### src/rtl/snd_cmd_mailbox.sv
// 68k<->6502 sound-command mailbox: command FIFO toward the sound CPU with an NMI
// sequencer, and a one-byte reply latch back to the 68k. Optional macro: SNDCMD_FIFO_EN.
`timescale 1ns/1ps
`default_nettype none

module snd_cmd_mailbox #(
  parameter int DEPTH   = 4,
  parameter int NMI_GAP = 1
) (
  input  logic                     clk,
  input  logic                     reset,
  input  logic [7:0]               ibd_wdata,
  input  logic                     sndwr_b,
  input  logic                     sndrd_b,
  output logic [7:0]               ibd_rdata,
  output logic                     ibd_rd_en,
  output logic                     sndint_b,
  input  logic [7:0]               sd_wdata,
  input  logic                     wr68k_b,
  input  logic                     rd68k_b,
  output logic [7:0]               sd_rdata,
  output logic                     sd_rd_en,
  output logic                     sndnmi_b,
  output logic [$clog2(DEPTH):0]   m2s_count,
  output logic                     m2s_ovr,
  output logic                     s2m_ovr
);

`ifdef SNDCMD_FIFO_EN
  localparam int EFF_DEPTH = DEPTH;
`else
  localparam int EFF_DEPTH = 1;
`endif
  localparam int CNT_W = $clog2(DEPTH) + 1;
  localparam int PTR_W = (EFF_DEPTH > 1) ? $clog2(EFF_DEPTH) : 1;
  localparam int MEM_N = 1 << PTR_W;
  localparam logic [PTR_W-1:0] LAST_PTR = PTR_W'(EFF_DEPTH - 1);
  localparam logic [CNT_W-1:0] FULL_CNT = CNT_W'(EFF_DEPTH);
  localparam int GAP_W = (NMI_GAP > 1) ? $clog2(NMI_GAP) : 1;
  localparam logic [GAP_W-1:0] GAP_LAST = GAP_W'(NMI_GAP - 1);

  typedef enum logic [1:0] {S_IDLE, S_ASSERT, S_GAP} nmi_state_t;

  // Strobe sync and edge-history flops; data buses are captured alongside.
  logic       sndwr_s, sndwr_p, sndrd_s, sndrd_p;
  logic       wr68k_s, wr68k_p, rd68k_s, rd68k_p;
  logic [7:0] ibd_q, sd_q;

  // NOTE: every sequential block uses non-blocking (<=) so all flops sample
  // pre-edge values; blocking here would chain the sync and history flops.
  always_ff @(posedge clk) begin
    if (reset) begin
      sndwr_s <= 1'b1;
      sndwr_p <= 1'b1;
      sndrd_s <= 1'b1;
      sndrd_p <= 1'b1;
      wr68k_s <= 1'b1;
      wr68k_p <= 1'b1;
      rd68k_s <= 1'b1;
      rd68k_p <= 1'b1;
      ibd_q   <= 8'h00;
      sd_q    <= 8'h00;
    end else begin
      sndwr_s <= sndwr_b;
      sndwr_p <= sndwr_s;
      sndrd_s <= sndrd_b;
      sndrd_p <= sndrd_s;
      wr68k_s <= wr68k_b;
      wr68k_p <= wr68k_s;
      rd68k_s <= rd68k_b;
      rd68k_p <= rd68k_s;
      ibd_q   <= ibd_wdata;
      sd_q    <= sd_wdata;
    end
  end

  logic m68k_wr_fall, m68k_rd_rise, s6502_wr_fall, s6502_rd_rise;
  assign m68k_wr_fall  = sndwr_p & ~sndwr_s;
  assign m68k_rd_rise  = ~sndrd_p & sndrd_s;
  assign s6502_wr_fall = wr68k_p & ~wr68k_s;
  assign s6502_rd_rise = ~rd68k_p & rd68k_s;

  assign sd_rd_en  = ~rd68k_s;
  assign ibd_rd_en = ~sndrd_s;

  // ---------------- 68k -> 6502 command queue ----------------
  logic [7:0]       mem [MEM_N];
  logic [PTR_W-1:0] wr_ptr, rd_ptr;
  logic             pop, push, full, lost, overwrite;

  assign full = (m2s_count == FULL_CNT);
  assign pop  = s6502_rd_rise && (m2s_count != '0);
  // Pop is applied first, so a full queue still accepts a push in a pop cycle.
  assign push = m68k_wr_fall && (!full || pop);
  assign lost = m68k_wr_fall && full && !pop;
`ifdef SNDCMD_FIFO_EN
  assign overwrite = 1'b0;
`else
  assign overwrite = lost;
`endif

  function automatic logic [PTR_W-1:0] ptr_inc(input logic [PTR_W-1:0] p);
    return (p == LAST_PTR) ? '0 : p + 1'b1;
  endfunction

  // NOTE: the storage array is deliberately not reset; the pointers and count
  // define which entries are valid, so clearing the data would buy nothing.
  always_ff @(posedge clk) begin
    if (push || overwrite)
      mem[wr_ptr] <= ibd_q;
  end

  always_ff @(posedge clk) begin
    if (reset) begin
      wr_ptr    <= '0;
      rd_ptr    <= '0;
      m2s_count <= '0;
      m2s_ovr   <= 1'b0;
      sd_rdata  <= 8'h00;
    end else begin
      if (push) wr_ptr <= ptr_inc(wr_ptr);
      if (pop)  rd_ptr <= ptr_inc(rd_ptr);
      if (lost) m2s_ovr <= 1'b1;
      m2s_count <= m2s_count + CNT_W'(push) - CNT_W'(pop);
      // Head is re-registered each cycle; an empty queue keeps the last byte.
      if (m2s_count != '0)
        sd_rdata <= mem[rd_ptr];
    end
  end

  // ---------------- NMI sequencer ----------------
  nmi_state_t       nmi_state, nmi_state_n;
  logic [GAP_W-1:0] gap_cnt, gap_cnt_n;

  always_ff @(posedge clk) begin
    if (reset) begin
      nmi_state <= S_IDLE;
      gap_cnt   <= '0;
    end else begin
      nmi_state <= nmi_state_n;
      gap_cnt   <= gap_cnt_n;
    end
  end

  // NOTE: all outputs of this block get a default first so no path leaves a
  // variable unassigned, which would otherwise infer a latch.
  always_comb begin
    nmi_state_n = nmi_state;
    gap_cnt_n   = gap_cnt;
    sndnmi_b    = 1'b1;
    unique case (nmi_state)
      S_IDLE: begin
        if (m2s_count != '0) nmi_state_n = S_ASSERT;
      end
      S_ASSERT: begin
        sndnmi_b = 1'b0;
        if (pop) begin
          nmi_state_n = S_GAP;
          gap_cnt_n   = '0;
        end
      end
      S_GAP: begin
        if (gap_cnt == GAP_LAST)
          nmi_state_n = (m2s_count != '0) ? S_ASSERT : S_IDLE;
        else
          gap_cnt_n = gap_cnt + 1'b1;
      end
      default: nmi_state_n = S_IDLE;
    endcase
  end

  // ---------------- 6502 -> 68k reply latch ----------------
  always_ff @(posedge clk) begin
    if (reset) begin
      ibd_rdata <= 8'h00;
      sndint_b  <= 1'b1;
      s2m_ovr   <= 1'b0;
    end else if (s6502_wr_fall) begin
      // A new reply beats a simultaneous 68k read acknowledge.
      ibd_rdata <= sd_q;
      sndint_b  <= 1'b0;
      if (!sndint_b) s2m_ovr <= 1'b1;
    end else if (m68k_rd_rise) begin
      sndint_b <= 1'b1;
    end
  end

endmodule

`default_nettype wire

### config.mk
export PLATFORM = sky130hd
export DESIGN_NAME = snd_cmd_mailbox
export DESIGN_NICKNAME = d
export VERILOG_FILES = /design/src/rtl/snd_cmd_mailbox.sv
export SDC_FILE = /design/constraint.sdc
export NUM_CORES = 1
export LEC_CHECK = 0
export CELL_PAD_IN_SITES_DETAIL_PLACEMENT = 1
export CELL_PAD_IN_SITES_GLOBAL_PLACEMENT = 2
export CORE_MARGIN = 2
export CORE_UTILIZATION = 31
export CTS_BUF_LIST = sky130_fd_sc_hd__clkbuf_4 sky130_fd_sc_hd__clkbuf_8
export CTS_CLUSTER_DIAMETER = 120
export DETAILED_ROUTE_END_ITERATION = 10
export PLACE_DENSITY = 0.8
export SYNTH_ARGS = -nofsm -noshare
export SYNTH_HDL_FRONTEND = slang
export SYNTH_SLANG_ARGS = --single-unit
export TNS_END_PERCENT = 30
### constraint.sdc
create_clock -name clk -period 2.8 [get_ports clk]
set_input_delay 0.28 -clock clk [delete_from_list [all_inputs] [get_ports clk]]
set_output_delay 0.28 -clock clk [all_outputs]
set_load 0.02 [all_outputs]
==> summary.md, run 1 <==
Counting cells, the worst reg-to-reg path comes to 8. The initialized floorplan defines 28 standard-cell rows. Between clock sinks in the finished design, the worst skew comes to 0.00497 ns. The tools report the cell count after placement as 284. For the proportion of synthesized chip area in sequential cells, the log shows 0.650.

The share of the cycle needed by the critical path after routing was 0.790. Counting every net in the synthesized netlist gives 195. Using the TritonRoute via totals, the vias-per-cell ratio works out to 4.26. After filler insertion, the fill cell instance count of the layout stands at 661.

The mean cell area of the mapped netlist is 10.8 um2. The run finished with clean final reports. The run gives 0.00585 mm2 as the area inside the core boundary. The worst-case clock buffer depth is 2. In the synthesized netlist the dominant register cell turns out to be sky130_fd_sc_hd__dfxtp_1.

For the worst setup path, the data required time is 2.98 ns. The total power divided by cell area was 694 mW/mm2. Overall track demand over capacity in global routing: 0.114.

The run gives 0 as the number of resized instances in the post-cts repair step. Summed over all failing endpoints, the final setup total negative slack is 0 ns. The startpoint of the worst setup timing path was m2s_count[1]. Counting instances in the post-synthesis netlist gives the leading cell types as sky130_fd_sc_hd__dfxtp_1 (48), sky130_fd_sc_hd__nand2_1 (32), sky130_fd_sc_hd__nor2b_1 (19). The top cell type's share of synthesized area is 0.520, and the post-cts hold buffer count is 0. For this run, design rule violations remaining after detail routing come to 0.

Once layout is complete, the cells apart from fillers number 292. The most frequent cell after synthesis is sky130_fd_sc_hd__dfxtp_1. The run gives 3 as the total iterations of the first detailed-routing run. The startpoint of the worst-slack reg-to-reg timing path is m2s_count[1].

The die covers 0.00660 mm2. The cell type with the highest aggregate area in the netlist is sky130_fd_sc_hd__dfxtp_1. The post-synthesis cell area is 0.00185 mm2. The worst register-to-register path has a setup slack of 0.59 ns. The routed length per placed instance works out to 12.1 um.

The placed wire-length estimate came out at 2470 um. The wire length of the first global-routing pass was 5610 um. Routability-driven placement finished with a final weighted congestion of 0.686. The detail route stage leaves a number of antenna-violating nets equal to 0. CTS placed an instance of sky130_fd_sc_hd__clkbuf_8 at the clock tree root. The peak fanout along the critical path is 9.

Wires add up to 3520 um. The worst path needs 2.21 ns of the cycle, external delays included. CTS saw 56 sinks.

Across the run, the number of max-cap violations was 0. The vertical extent of the die was 81.2 um. Timing analysis after detailed placement gives a worst setup slack of 0.576 ns. The remaining global-route overflow is 0. The run gives 0 as the initial antenna violation count.

The tightest min-delay check is of the register to register type. For this block, the initial DRC count from the detailed router was 44. The endpoint identified for the worst register-to-register timing path is m2s_count[2]. Setup slack on the critical path of the routed design comes to 0.588 ns. The total count of max-transition violations in the final report was 0; the via total after detailed routing was 1243. In the final layout, the multi-input gates occupy 577 um2. The classification of the worst setup path was register to register. The count of cells along the worst hold path came out at 0.

The worst setup path is launched from a register. The post-synthesis to final-layout area growth works out to 33.4%. From left edge to right edge, the die measures 81.2 um. The worst-case IR drop observed on VDD is 0.000284 V.

The tools report the worst setup path endpoint as m2s_count[2]. After clock tree synthesis, the clock-pin slew on the worst setup and hold paths is 0.09 ns. At the pin with the least slew margin, the transition time is 0.729 ns. In the synthesized netlist, the number of instances is 171.

The share of cells above drive strength 1 is 0.111. Setup repair after global routing left no endpoint under its margin. The logs give 0 for the antenna diode count and 0 for the number of setup buffers added after CTS. Entering global routing, the biggest net connects 32 pins. The later pin in the worst-skew pair is clocked with a latency of 0.30 ns. The tools report the worst max-slew margin expressed relative to the limit as 0.511.

The depth of the CTS H-tree is 2. Synthesis inferred 56 register bits. For the top-level I/O count, the log shows 47. Number of warnings reported in the yosys synthesis log: 0. For the worst setup path, the data arrival time is 2.39 ns. The number of global-route vias before repair is 1229. The number of enable-type register cells in the synthesized netlist was 8; the area of all placed cells without fillers was 0.00246 mm2. After synthesis, the cell types taking the most area are sky130_fd_sc_hd__dfxtp_1 (52%), sky130_fd_sc_hd__edfxtp_1 (13%), sky130_fd_sc_hd__nand2_1 (6.5%). The placed standard-cell area came out at 0.00235 mm2.

TritonCTS built the clock tree. The worst setup path is captured at a register. The number of different library cells used by synthesis comes to 27. The count of input and output buffers was 46. The tools report the leakage power total as 0.000917 uW. The sequential cells in the finished layout cover a total of 0.00120 mm2.

The proportion of register bits with asynchronous set or reset after synthesis is 0. After the last flow step, the layout net total stands at 240. The final-report hold violation count is 0, and the initial cell density of the core is 0.316. For the number of buffers added by the clock tree synthesis step, the log shows 5. Setup violations remaining at the end of the flow were counted as 0. For this run, the top clock speed supported by timing is 0.452 GHz.
[routing by layer]
| metal | share of wire | up-vias | GRT usage |
|---|---|---|---|
| met4 | 0.0091 | 0 | 0.0305 |
| met5 | 0 | - | 0 |
| li1 | - | 633 | - |
| met3 | 0.045 | 2 | 0.0433 |
| met1 | 0.44 | 582 | 0.139 |
| met2 | 0.50 | 26 | 0.189 |
[how the worst min path moves through the flow]
stage                         from   endpoint  slack, ns
after floorplan            rd68k_b    rd68k_s       0.38
after global placement    ibd_q[5]  mem[0][5]       0.39
after detailed placement  ibd_q[2]  mem[0][2]       0.39
after CTS                 ibd_q[2]  mem[0][2]       0.41
after global routing      ibd_q[2]  mem[0][2]       0.42
final                     ibd_q[5]  mem[0][5]       0.41
[layout make-up]
type | instances | share of cell area
Timing Repair Buffer | 47 | 0.188
Sequential cell | 56 | 0.487
Inverter | 5 | 0.00761
Multi-Input combinational cell | 101 | 0.234
Clock inverter | 2 | 0.0142
Tap cell | 75 | 0.0381
Clock buffer | 6 | 0.0310
[power by group]
part           total (uW)  leakage, uW  switching, uW  internal (uW)
registers             900     0.000475           29.2            870
logic                 295     0.000383            158            137
clock network         517    0.0000586            242            275
[kinds of logic after synthesis]
kind of cell    after synthesis  synth area share
compound gates               22            0.0691
xor+xnor                      2           0.00948
fa+ha+maj                     2            0.0176
buf+inv                      14            0.0379
flops                        56             0.650
mux                           1           0.00609
simple gates                 74             0.210
[layout by cell type, fill, tap and decap left out]
cell	instances
sky130_fd_sc_hd__dfxtp_1	48
sky130_fd_sc_hd__clkdlybuf4s50_1	45
sky130_fd_sc_hd__nand2_1	32
sky130_fd_sc_hd__nor2b_1	19
sky130_fd_sc_hd__a21oi_1	17
sky130_fd_sc_hd__or2_2	8
sky130_fd_sc_hd__edfxtp_1	8
sky130_fd_sc_hd__inv_1	5
sky130_fd_sc_hd__nor2_1	5
sky130_fd_sc_hd__clkbuf_8	5
sky130_fd_sc_hd__nand2b_1	4
sky130_fd_sc_hd__or3_1	2
sky130_fd_sc_hd__xnor2_1	2
sky130_fd_sc_hd__and2b_2	1
sky130_fd_sc_hd__nand3_4	1
sky130_fd_sc_hd__mux2_2	1
sky130_fd_sc_hd__o21ai_2	1
sky130_fd_sc_hd__nor3_2	1
sky130_fd_sc_hd__a41oi_1	1
sky130_fd_sc_hd__nor4_1	1
sky130_fd_sc_hd__o21ai_0	1
sky130_fd_sc_hd__a21o_1	1
sky130_fd_sc_hd__o31ai_2	1
sky130_fd_sc_hd__fa_1	1
sky130_fd_sc_hd__ha_1	1
sky130_fd_sc_hd__bufinv_16	1
sky130_fd_sc_hd__clkinv_2	1
sky130_fd_sc_hd__clkbuf_4	1
sky130_fd_sc_hd__buf_2	1
sky130_fd_sc_hd__buf_4	1
[through the flow]
stage | power, uW | hold slack (ns) | util
after global placement | 1210 | 0.387 | 0.402
after detailed placement | 1220 | 0.391 | 0.402
final | 1710 | 0.412 | 0.421
after CTS | 1740 | 0.412 | 0.421
after floorplan | 1100 | 0.384 | -
after global routing | 1800 | 0.416 | 0.421
[sequential cells by signal, summed over array words and instances (netlist names)]
| name | flops |
|---|---|
| sndwr_p | 1 |
| wr68k_s | 1 |
| m2s_ovr | 1 |
| ibd_rdata | 8 |
| rd68k_p | 1 |
| nmi_state | 2 |
| sd_rdata | 8 |
| sndint_b | 1 |
| m2s_count | 3 |
| s2m_ovr | 1 |
| rd68k_s | 1 |
| wr68k_p | 1 |
| sndrd_s | 1 |
| sd_q | 8 |
| mem | 8 |
| ibd_q | 8 |
| sndrd_p | 1 |
| sndwr_s | 1 |
[critical path: stages (launching register included)]
cell and delay (ns):
sky130_fd_sc_hd__dfxtp_1 0.37, sky130_fd_sc_hd__or3_1 0.55, sky130_fd_sc_hd__nand3_4 0.16, sky130_fd_sc_hd__o21ai_2 0.06, sky130_fd_sc_hd__ha_1 0.19, sky130_fd_sc_hd__fa_1 0.38, sky130_fd_sc_hd__xnor2_1 0.19, sky130_fd_sc_hd__xnor2_1 0.14
sky130_fd_sc_hd__nor2_1 0.05
(Power assumes the default switching activity.)
==> run 2, diff against run 1 <==
--- a/config.mk
+++ b/config.mk
@@ -8,11 +8,11 @@
 export CELL_PAD_IN_SITES_DETAIL_PLACEMENT = 1
 export CELL_PAD_IN_SITES_GLOBAL_PLACEMENT = 2
 export CORE_MARGIN = 2
-export CORE_UTILIZATION = 31
+export CORE_UTILIZATION = 28
 export CTS_BUF_LIST = sky130_fd_sc_hd__clkbuf_4 sky130_fd_sc_hd__clkbuf_8
 export CTS_CLUSTER_DIAMETER = 120
 export DETAILED_ROUTE_END_ITERATION = 10
-export PLACE_DENSITY = 0.8
+export PLACE_DENSITY = 0.77
 export SYNTH_ARGS = -nofsm -noshare
 export SYNTH_HDL_FRONTEND = slang
 export SYNTH_SLANG_ARGS = --single-unit
==> constraint.sdc (replaced) <==
create_clock -name clk -period 2 [get_ports clk]
set_input_delay 0.2 -clock clk [delete_from_list [all_inputs] [get_ports clk]]
set_output_delay 0.2 -clock clk [all_outputs]
set_load 0.02 [all_outputs]
==> run 2 against run 1 <==
Net effect:
- die area up 10%
- sequential cell count did not move
- fmax increased by 17%
- clock-buffer cell count stayed put
- clock power up 42%
- critical path depth decreased by 2
- hold slack worse by 0.0019 ns
- wire length shrank 0.17%
- core utilization is 2.3 points lower
- largest cell class unchanged
- power rose by 43%
- combinational power increased by 56%
==> summary.md, run 2 (synthesis results as in run 1) <==
The flow ran to the end, and the final reports show no timing, DRC or antenna violations. In the layout the commonest cells are sky130_fd_sc_hd__dfxtp_1 (45), sky130_fd_sc_hd__clkdlybuf4s50_1 (45), sky130_fd_sc_hd__nand2_1 (32), sky130_fd_sc_hd__nor2b_1 (19), sky130_fd_sc_hd__a21oi_1 (17). The logs give 0 (unchanged) for the antenna diode count and 2450 um (-0.90%) for the placed wire-length estimate. The vertical extent of the die is 85.2 um (+5.0%), and the post-synthesis to final-layout area growth is 36.8%. Share of the cycle needed by the critical path after routing: 0.947 (+0.157).

For hold timing, the worst endpoint is sd_q[0]. The setup TNS came out at 0 ns (unchanged). The maximum frequency from static timing analysis was 0.528 GHz (+17%). The largest individual stage delay along the critical path comes from the cell sky130_fd_sc_hd__fa_2.

The tools report the initial antenna violation count as 0 (unchanged). The width of the die came out at 85.2 um (+5.0%). The transition time at the pin with the least slew margin was 0.637 ns (-0.0921 ns). For the placer's final routability congestion estimate, the log shows 0.669 (-2.4%). The tools report the number of setup buffers added after CTS as 0 (unchanged). The startpoint identified for the worst register-to-register timing path is m2s_count[2].

The critical path is of the register to register type. Fill cell instance count of the final layout: 725 (+9.7%). The run gives 0 (unchanged) as the final-report hold violation count. Number of cell rows: 29 (+3.6%). The tree is rooted in a sky130_fd_sc_hd__clkbuf_8. The cell depth of the worst flop-to-flop path is 6 (-2). The worst max-slew margin expressed relative to the limit was 0.575 (+0.0640). The min-delay analysis places its worst path in the category input pin to register. The critical path arrival came out at 2.06 ns (-0.33 ns). TritonCTS built the clock tree. The count of input and output buffers was 46 (unchanged). The signal on the critical path passes through nor2_1, mux2_2, o21ai_2, ha_2, fa_2, nor2b_1. The final setup slack of the worst path came out at 0.105 ns (-0.483 ns). The count of cells along the worst hold path was 2 (+2).

The number of nets in the layout came out at 245 (+2.1%). In this run the most critical hold path is launched from reset. The residual antenna-violating net count after detailed routing was 0 (unchanged). The total iterations of the first detailed-routing run was 4 (+1). The tools report the DRC violation count after routing as 0 (unchanged). Number of violations of the max-capacitance limit: 0 (unchanged). The tools report the top-level I/O count as 47 (unchanged). The post-place setup slack was 0.0250 ns (-0.551 ns); the clock latency of the later-clocked register in the worst-skew pair was 0.30 ns (about the same). For the wire length of the first global-routing pass, the log shows 6140 um (+9.5%).

The logs give 0.000286 V (+0.71%) for the peak supply drop and 0 (unchanged) for the final setup violation count. The logs give 2.17 ns (-0.81 ns) for the required arrival time at the worst endpoint and 0.000948 uW (+3.3%) for the leakage power total. The number of DRC markers after the initial detailed-route iteration was 40 (-9.1%). Family of cells with the greatest summed delay on the critical path: adder cells.

Category of the worst setup path launch point: a register. The clock-pin slew on the worst setup and hold paths was 0.09 ns (about the same); the total count of max-transition violations in the final report was 0 (unchanged). The peak fanout along the critical path was 5 (-4). Final wirelength: 3510 um (-0.17%). The area of the die was 0.00727 mm2 (+10%). Number of stages on the worst setup path: 6 (-2). The run gives 0 (unchanged) as the remaining global-route overflow.

The via total after detailed routing was 1265 (+1.8%); the total power divided by cell area was 968 mW/mm2 (+39%). The TritonCTS sink count came out at 56 (unchanged). Endpoint of the worst-slack reg-to-reg timing path: m2s_count[1]. The worst path buffer plus inverter count was 0 (unchanged). The worst stage delay on the critical path is 0.42 ns (-0.13 ns). Flop-to-flop setup slack: 0.11 ns (-0.48 ns). The maximum clock skew at final layout was 0.00365 ns (-0.00132 ns). Setup repair after global routing could not meet its margin everywhere.

The type of element capturing the critical path is a register. The post-cts hold buffer count is 0 (unchanged), and the utilization after layout is 0.398 (-0.0231). The run gives 0.107 (-0.00685) as the overall track demand over capacity in global routing. For the number of buffers added by the clock tree synthesis step, the log shows 5 (unchanged). The logs give 1324 (+7.7%) for the number of global-route vias before repair and 0 (unchanged) for the number of resized instances in the post-cts repair step. The initial cell density of the core is 0.291 (-0.0248).

The post-layout minimum cycle time is 1.89 ns (-0.317 ns), and the depth of the CTS H-tree is 2 (unchanged). The area inside the core boundary came out at 0.00635 mm2 (+8.5%). The number of vias per cell was 4.23 (-0.61%); the share of cells above drive strength 1 was 0.162 (+0.0516). The final worst hold slack was 0.410 ns (-0.00193 ns).

The pin count of the biggest net entering global routing was 38 (+19%). The total chip power came out at 2450 uW (+43%). The run gives 2 (unchanged) as the worst-case clock buffer depth.

The routed length per placed instance works out to 11.7 um (-2.5%).
-- run 2: where the power goes --
group / total (uW) / internal [uW] / switching (uW) / leakage [uW]
Combinational: 460 / 229 / 230 / 0.000412
Clock: 732 / 386 / 347 / 0.0000586
Sequential: 1260 / 1220 / 36.9 / 0.000477
Total: 2450 / 1830 / 614 / 0.000948
-- run 2: worst register-to-register path, cell delays in order, from the launching register on --
cell and delay, ns:
sky130_fd_sc_hd__dfxtp_2 0.37, sky130_fd_sc_hd__nor2_1 0.16, sky130_fd_sc_hd__mux2_2 0.36, sky130_fd_sc_hd__o21ai_2 0.12, sky130_fd_sc_hd__ha_2 0.20, sky130_fd_sc_hd__fa_2 0.42
sky130_fd_sc_hd__nor2b_1 0.14
-- run 2: through the flow --
| step | instances | area, um2 |
|---|---|---|
| global route | 299 | 2530 |
| global placement | 291 | 2410 |
| CTS | 299 | 2520 |
| detailed placement | 291 | 2410 |
| floorplan | 171 | 1860 |
| finish | 299 | 2530 |
-- run 2: worst max-delay path by stage --
stage                  from      endpoint  slack [ns]
2_1_floorplan  m2s_count[1]  m2s_count[2]      0.0009
3_3_place_gp   m2s_count[1]  m2s_count[2]        0.04
3_5_place_dp   m2s_count[1]  m2s_count[2]        0.03
4_1_cts        m2s_count[1]  m2s_count[2]       0.009
5_1_grt        m2s_count[1]  m2s_count[2]      -0.006
6_report       m2s_count[2]  m2s_count[1]        0.11
-- run 2: per-layer routing --
| metal | global-route usage | routed length (um) |
|---|---|---|
| met1 | 0.123 | 1510 |
| met2 | 0.185 | 1790 |
| met3 | 0.0311 | 154 |
| met4 | 0.0476 | 60 |
| met5 | 0 | 0 |
-- run 2: cell type report --
type	instances	area, um2	share of cell area
inverters	5	18.8	0.00742
flip-flops and latches	56	1210	0.477
clock buffers	6	76.3	0.0302
well taps	77	96.3	0.0381
multi-input cells	101	594	0.235
clock inverters	2	35.0	0.0139
repair buffers	52	500	0.198
==> run 3, diff against run 2 <==
--- a/config.mk
+++ b/config.mk
@@ -12,6 +12,7 @@
 export CTS_BUF_LIST = sky130_fd_sc_hd__clkbuf_4 sky130_fd_sc_hd__clkbuf_8
 export CTS_CLUSTER_DIAMETER = 120
 export DETAILED_ROUTE_END_ITERATION = 10
+export HOLD_SLACK_MARGIN = 0.02
 export PLACE_DENSITY = 0.77
 export SYNTH_ARGS = -nofsm -noshare
 export SYNTH_HDL_FRONTEND = slang
==> results of run 3 <==
Final layout, timing and power as in run 2 (identical DEF).
